File: config.mk
export PLATFORM = sky130hd
export DESIGN_NAME = bram_arbiter
export DESIGN_NICKNAME = d
export VERILOG_FILES = /design/src/rtl/bram_arbiter.sv
export SDC_FILE = /design/constraint.sdc
export NUM_CORES = 1
export LEC_CHECK = 0
export ABC_AREA = 1
export CORE_AREA = 3 3 89 91
export CTS_BUF_LIST = sky130_fd_sc_hd__clkbuf_2
export DETAILED_ROUTE_END_ITERATION = 12
export DIE_AREA = 0 0 92 94
export PLACE_DENSITY = 0.69
export SETUP_SLACK_MARGIN = 0.05
export SLEW_MARGIN = 25
export SYNTH_ARGS = -nofsm -noshare
export SYNTH_HDL_FRONTEND = slang
export SYNTH_SLANG_ARGS = --single-unit
export TNS_END_PERCENT = 50
File: constraint.sdc
create_clock -name clk -period 4.1 [get_ports clk]
set_input_delay 0.41 -clock clk [delete_from_list [all_inputs] [get_ports clk]]
set_output_delay 0.41 -clock clk [all_outputs]
set_load 0.02 [all_outputs]
File: src/rtl/bram_arbiter.sv
// rtl/bram_arbiter.sv - shares one single-port BRAM between instruction fetch and load/store ports
module bram_arbiter #(
  parameter int ADDR_WIDTH   = 18,
  parameter int DATA_WIDTH   = 32,
  parameter int STARVE_LIMIT = 4
) (
  input  logic                    clk,
  input  logic                    n_reset,
  input  logic                    if_req,
  input  logic [ADDR_WIDTH-1:0]   if_addr,
  output logic                    if_gnt,
  output logic                    if_rvalid,
  output logic [DATA_WIDTH-1:0]   if_rdata,
  input  logic                    d_req,
  input  logic                    d_we,
  input  logic [ADDR_WIDTH-1:0]   d_addr,
  input  logic [DATA_WIDTH-1:0]   d_wdata,
  input  logic [DATA_WIDTH/8-1:0] d_be,
  output logic                    d_gnt,
  output logic                    d_rvalid,
  output logic [DATA_WIDTH-1:0]   d_rdata,
  output logic                    bram_enable,
  output logic [DATA_WIDTH/8-1:0] bram_we,
  output logic [ADDR_WIDTH-1:0]   bram_addr,
  output logic [DATA_WIDTH-1:0]   bram_wdata,
  input  logic [DATA_WIDTH-1:0]   bram_rdata
);

  localparam logic [3:0] LIMIT = 4'(STARVE_LIMIT);

  typedef enum logic [1:0] {
    OWN_NONE = 2'd0,
    OWN_IF   = 2'd1,
    OWN_D    = 2'd2
  } owner_e;

  owner_e     rd_owner_q, rd_owner_d;
  logic [3:0] starve_cnt_q, starve_cnt_d;
  logic       starved;

  // Arbitration: data wins unless fetch has lost STARVE_LIMIT times in a row
  always_comb begin
    if_gnt  = 1'b0;
    d_gnt   = 1'b0;
    starved = (starve_cnt_q == LIMIT);
    if (n_reset) begin
      if (d_req && !(if_req && starved)) begin
        d_gnt = 1'b1;
      end else if (if_req) begin
        if_gnt = 1'b1;
      end
    end
  end

  // BRAM port mux from whichever requester holds the grant; zeros when idle
  always_comb begin
    bram_enable = if_gnt | d_gnt;
    bram_we     = '0;
    bram_addr   = '0;
    bram_wdata  = '0;
    if (if_gnt) begin
      bram_addr = if_addr;
    end else if (d_gnt) begin
      bram_addr  = d_addr;
      bram_wdata = d_wdata;
      bram_we    = d_we ? d_be : '0;
    end
  end

  // Next read owner and starvation count
  always_comb begin
    rd_owner_d   = OWN_NONE;
    starve_cnt_d = starve_cnt_q;
    if (if_gnt) begin
      rd_owner_d = OWN_IF;
    end else if (d_gnt && !d_we) begin
      rd_owner_d = OWN_D;
    end
    if (!if_req || if_gnt) begin
      starve_cnt_d = '0;
    end else if (d_gnt && (starve_cnt_q < LIMIT)) begin
      starve_cnt_d = starve_cnt_q + 4'd1;
    end
  end

  // State registers; async reset drops any in-flight read response
  always_ff @(posedge clk or negedge n_reset) begin
    if (!n_reset) begin
      rd_owner_q   <= OWN_NONE;
      starve_cnt_q <= '0;
    end else begin
      rd_owner_q   <= rd_owner_d;
      starve_cnt_q <= starve_cnt_d;
    end
  end

  // Route the BRAM read data to the port that issued the read one cycle earlier
  always_comb begin
    if_rvalid = (rd_owner_q == OWN_IF);
    d_rvalid  = (rd_owner_q == OWN_D);
    if_rdata  = if_rvalid ? bram_rdata : '0;
    d_rdata   = d_rvalid  ? bram_rdata : '0;
  end

endmodule

After elaboration in Yosys (flattened, before gate mapping)
Index checks and enable logic that the tools add are counted.
{"block": "word_totals", "ff_bits": 6, "in_bits": 109, "output_inout_bits": 123}
{"block": "op_classes", "addsub": 1, "order_cmp": 1, "eq_ne": 3, "mux": 18, "n_bitwise": 1, "reduce_logical": 9}
{"op": "$mux 32", "count": 4}
{"op": "$mux 18", "count": 2}
{"op": "$mux 4", "count": 5}
{"op": "$mux 1", "count": 5}
{"op": "$add 4x1->4 const B", "count": 1}
{"op": "$eq 4x3->1 const B", "count": 1}
{"op": "$logic_and 1x1->1", "count": 4}
{"op": "$lt 4x3->1 const B", "count": 1}
{"op": "$mux 2", "count": 2}
{"op": "$logic_not 1->1", "count": 3}
{"op": "$eq 2x1->1 const B", "count": 1}
{"op": "$eq 2x2->1 const B", "count": 1}
{"op": "$reduce_bool 2->1", "count": 1}
{"op": "$logic_or 1x1->1", "count": 1}
{"op": "$or 1x1->1", "count": 1}

Logic depth before layout (Yosys ltp)
{"block": "logic_depth", "ltp_word": 9, "mapped_depth": 11, "mapped_depth_nobuf": 10}

Worst setup path after synthesis
No wires, ideal clock.
{"block": "synth_timing", "kind": "flip-flop to output port", "startpoint": "register starve_cnt_q[0]", "endpoint": "output port bram_wdata[16]", "arrival_ns": 1.389, "required_ns": 3.690, "slack_ns": 2.301, "path_stages_with_launch": 10, "path_cell_list": "dfrtp_1 inv_1 ha_1 nand2_1 inv_1 nand2_2 nand3_2 buf_6 buf_6 nor2_1"}
{"block": "synth_via", "elab_chain_cells": 8, "word_cells_on_any_way": 10, "cone_classes": "eq/ne (1); mux (6); reduce/logical (3)"}
{"item": "start: declaration", "line_no": "38", "text": "logic [3:0] starve_cnt_q, starve_cnt_d;"}
{"item": "start signal: assignment", "line_no": "93", "text": "starve_cnt_q <= starve_cnt_d;"}
{"item": "$eq 4x3->1 *", "line_no": "45", "text": "starved = (starve_cnt_q == LIMIT);"}
{"item": "$logic_and 1x1->1 *", "line_no": "47", "text": "if (d_req && !(if_req && starved)) begin"}
{"item": "$logic_not 1->1 *", "line_no": "47"}
{"item": "$logic_and 1x1->1 *", "line_no": "47"}
{"item": "$mux 1", "line_no": "47"}
{"item": "$mux 1", "line_no": "46", "text": "if (n_reset) begin"}
{"item": "$mux 32", "line_no": "63", "text": "end else if (d_gnt) begin"}
{"item": "$mux 32 *", "line_no": "61", "text": "if (if_gnt) begin"}
{"item": "end: declaration", "line_no": "25", "text": "output logic [DATA_WIDTH-1:0] bram_wdata,"}
Every way passes the cells marked *; elsewhere a longest branch is shown, timed or not.

Worst setup path after layout
{"block": "layout_timing", "startpoint": "input port n_reset", "endpoint": "output port bram_addr[6]"}
{"block": "layout_via", "elab_chain_cells": 3, "word_cells_on_any_way": 4, "cone_classes": "mux (4)"}
{"item": "start: declaration", "line_no": "8", "text": "input logic n_reset,"}
{"item": "$mux 1", "line_no": "46"}
{"item": "$mux 18", "line_no": "63"}
{"item": "$mux 18 *", "line_no": "61"}
{"item": "end: declaration", "line_no": "24", "text": "output logic [ADDR_WIDTH-1:0] bram_addr,"}
Marked as above.

==> metrics.txt <==
CTS tree=done; CTS buffer count=3; sequential-to-total area share from yosys stat=11.6%; Tcrit/Tclk final=71.8%; clk buf depth=2; antenna violations before repair=0; critical path peak fanout=19; Slew headroom=37.9%; fillcell total=726; routability cong.=0.822; slowest CP cell=clkdlybuf4s50_1; CTS resizes=0; Core Util, Final=50.7%; Vias=2309; initial core utilization=17.9%; Post-CTS Repair Setup Buffers=0; cell count after synthesis=278; Lkg Pwr=0.00181 uW; ant diodes=0; gr ovfl total=0; yosys warns=0; number of distinct library cells after synthesis=17; DRT iter0 DRCs=46; Final Skew=0.00939 ns; drt first pass iters=4; Vias/cell=3.85; Worst R2R Start=starve_cnt_q[0]; Fin. Hold Viols=0; number of setup violations in the final report=0; RSZ-0062 raised after global routing=no; Mapped Nets=389; vias in the first global route=2217; post-route antenna net violation count=0; cell area after synthesis=1290 um^2; CORE AREA=7210 um^2; Buf/Inv on CP=3; die area=8650 um^2; CP arrival=2.53 ns; Worst-path clk slew=0.06 ns; maximum capacitance violations=0; run status=completed; Layout Nets=614; DRC viols=0; CTS sink count=6; synthesis-to-finish area growth=183%; Slew @ Worst Pin=0.930 ns; crit path kind=input port to output port; Peak supply drop=0.0714 mV; Final Max Slew Viols=0; Final HPWL DP=6600 um; gr usage total=15.8%; root buf cell=clkbuf_2; pre-CTS setup slack=1.10 ns; R2R Setup Slk=2.57 ns; pwr dens=115 nW/um^2; crit end category=output port; synthesized area per cell=4.65 um^2; # hold bufs at CTS=0; largest stage delay on the critical path=0.69 ns; largest net degree at the start of global routing=34; cells along the critical path=clkdlybuf4s50_1 > nand3_2 > inv_2 > nand2_1 > nand2_1 > clkdlybuf4s50_1; H-tree Lvls=1; Top Family by Delay on Critical Path=buffers and inverters; worst min-delay path class=input port to async pin; worst r2r path cells=8; post-route cell area=3660 um^2; Worst EP required=3.69 ns; Setup TNS Final=0 ns; f_max=0.340 GHz; crit path launch type=input port; R2R Path End=rd_owner_q[1]; IO Port Bufs=231; die width=92 um; total wire length=7540 um; Pwr Total=423 uW; I/O pin cnt=232; die height=94 um; row cnt=31; routed length per instance=12.6 um; placed cell areas=3640 um^2; clock latency on the worst-skew pair=0.22 ns; first-pass GRT wire length=11100 um; final setup margin=1.16 ns; layout cells sized above 1=3.99%; Final min period=2.94 ns; #FFs+latches synth=6
per-layer routing:
| metal | track usage (%) | wire length [um] | vias to the layer above |
|---|---|---|---|
| met2 | 29.7 | 3810 | 137 |
| li1 | - | - | 1199 |
| met1 | 17.0 | 2780 | 969 |
| met3 | 6.01 | 903 | 4 |
| met4 | 2.48 | 52 | 0 |
| met5 | 0 | 0 | - |
worst max-delay path by stage:
stage,slack (ns),end,from,cells after the start
after global routing,0.93,bram_addr[4],n_reset,6
final,1.16,bram_addr[6],n_reset,6
after CTS,1.10,bram_addr[6],n_reset,6
after detailed placement,1.10,bram_addr[8],n_reset,6
after global placement,1.16,bram_wdata[1],n_reset,5
after floorplan,2.30,bram_wdata[16],starve_cnt_q[0],9
cell usage in the layout, fill, tap and decap left out:
cell	n
nand2_4	1
inv_1	75
nand2_1	54
ha_1	2
buf_4	1
xor2_1	1
inv_2	1
nand4_1	1
dfrtp_1	6
nand2_2	12
clkbuf_2	3
inv_6	1
clkdlybuf4s50_1	231
nand3_2	1
nor2_1	109
nand3_1	2
cells by family after synthesis:
logic type / after synthesis / share of synthesized area (%)
xor gates and xnor gates: 1 / 0.678
and+or+nand+nor: 180 / 55.9
buffers and inverters: 89 / 29.9
DFF: 6 / 11.6
adders and majority gates: 2 / 1.94
cell type report:
class / instances / area, um^2 / area share, %
Tap cell: 99 / 124 / 3.38
Inverter: 77 / 294 / 8.03
Clock buffer: 3 / 15.0 / 0.410
Timing Repair Buffer: 232 / 2320 / 63.4
Multi-Input combinational cell: 183 / 758 / 20.7
Sequential cell: 6 / 150 / 4.10
through the flow:
step / hold WS [ns] / cells
final: 0.466 / 600
after global routing: 0.479 / 600
after CTS: 0.455 / 600
after detailed placement: 0.519 / 597
after global placement: 0.478 / 597
after floorplan: 0.114 / 278
sequential cells by signal, summed over array words and instances (netlist names):
name	flops
starve_cnt_q	4
rd_owner_q	2
power breakdown:
| group | internal, uW | leakage (uW) | switching [uW] |
|---|---|---|---|
| clock | 19.8 | 0.0000125 | 20.2 |
| sequential | 61.5 | 0.0000817 | 1.60 |
| combinational | 178 | 0.00171 | 141 |
cells in the mapped netlist, drive strengths merged:
library cell	number	share of area (%)
nand4	1	0.48
buf	6	5.4
xor2	1	0.68
dfrtp	6	12
nand3	3	1.5
clkbuf	6	1.7
nand2	67	22
ha	2	1.9
nor2	109	32
inv	77	23
(Power assumes the default switching activity.)
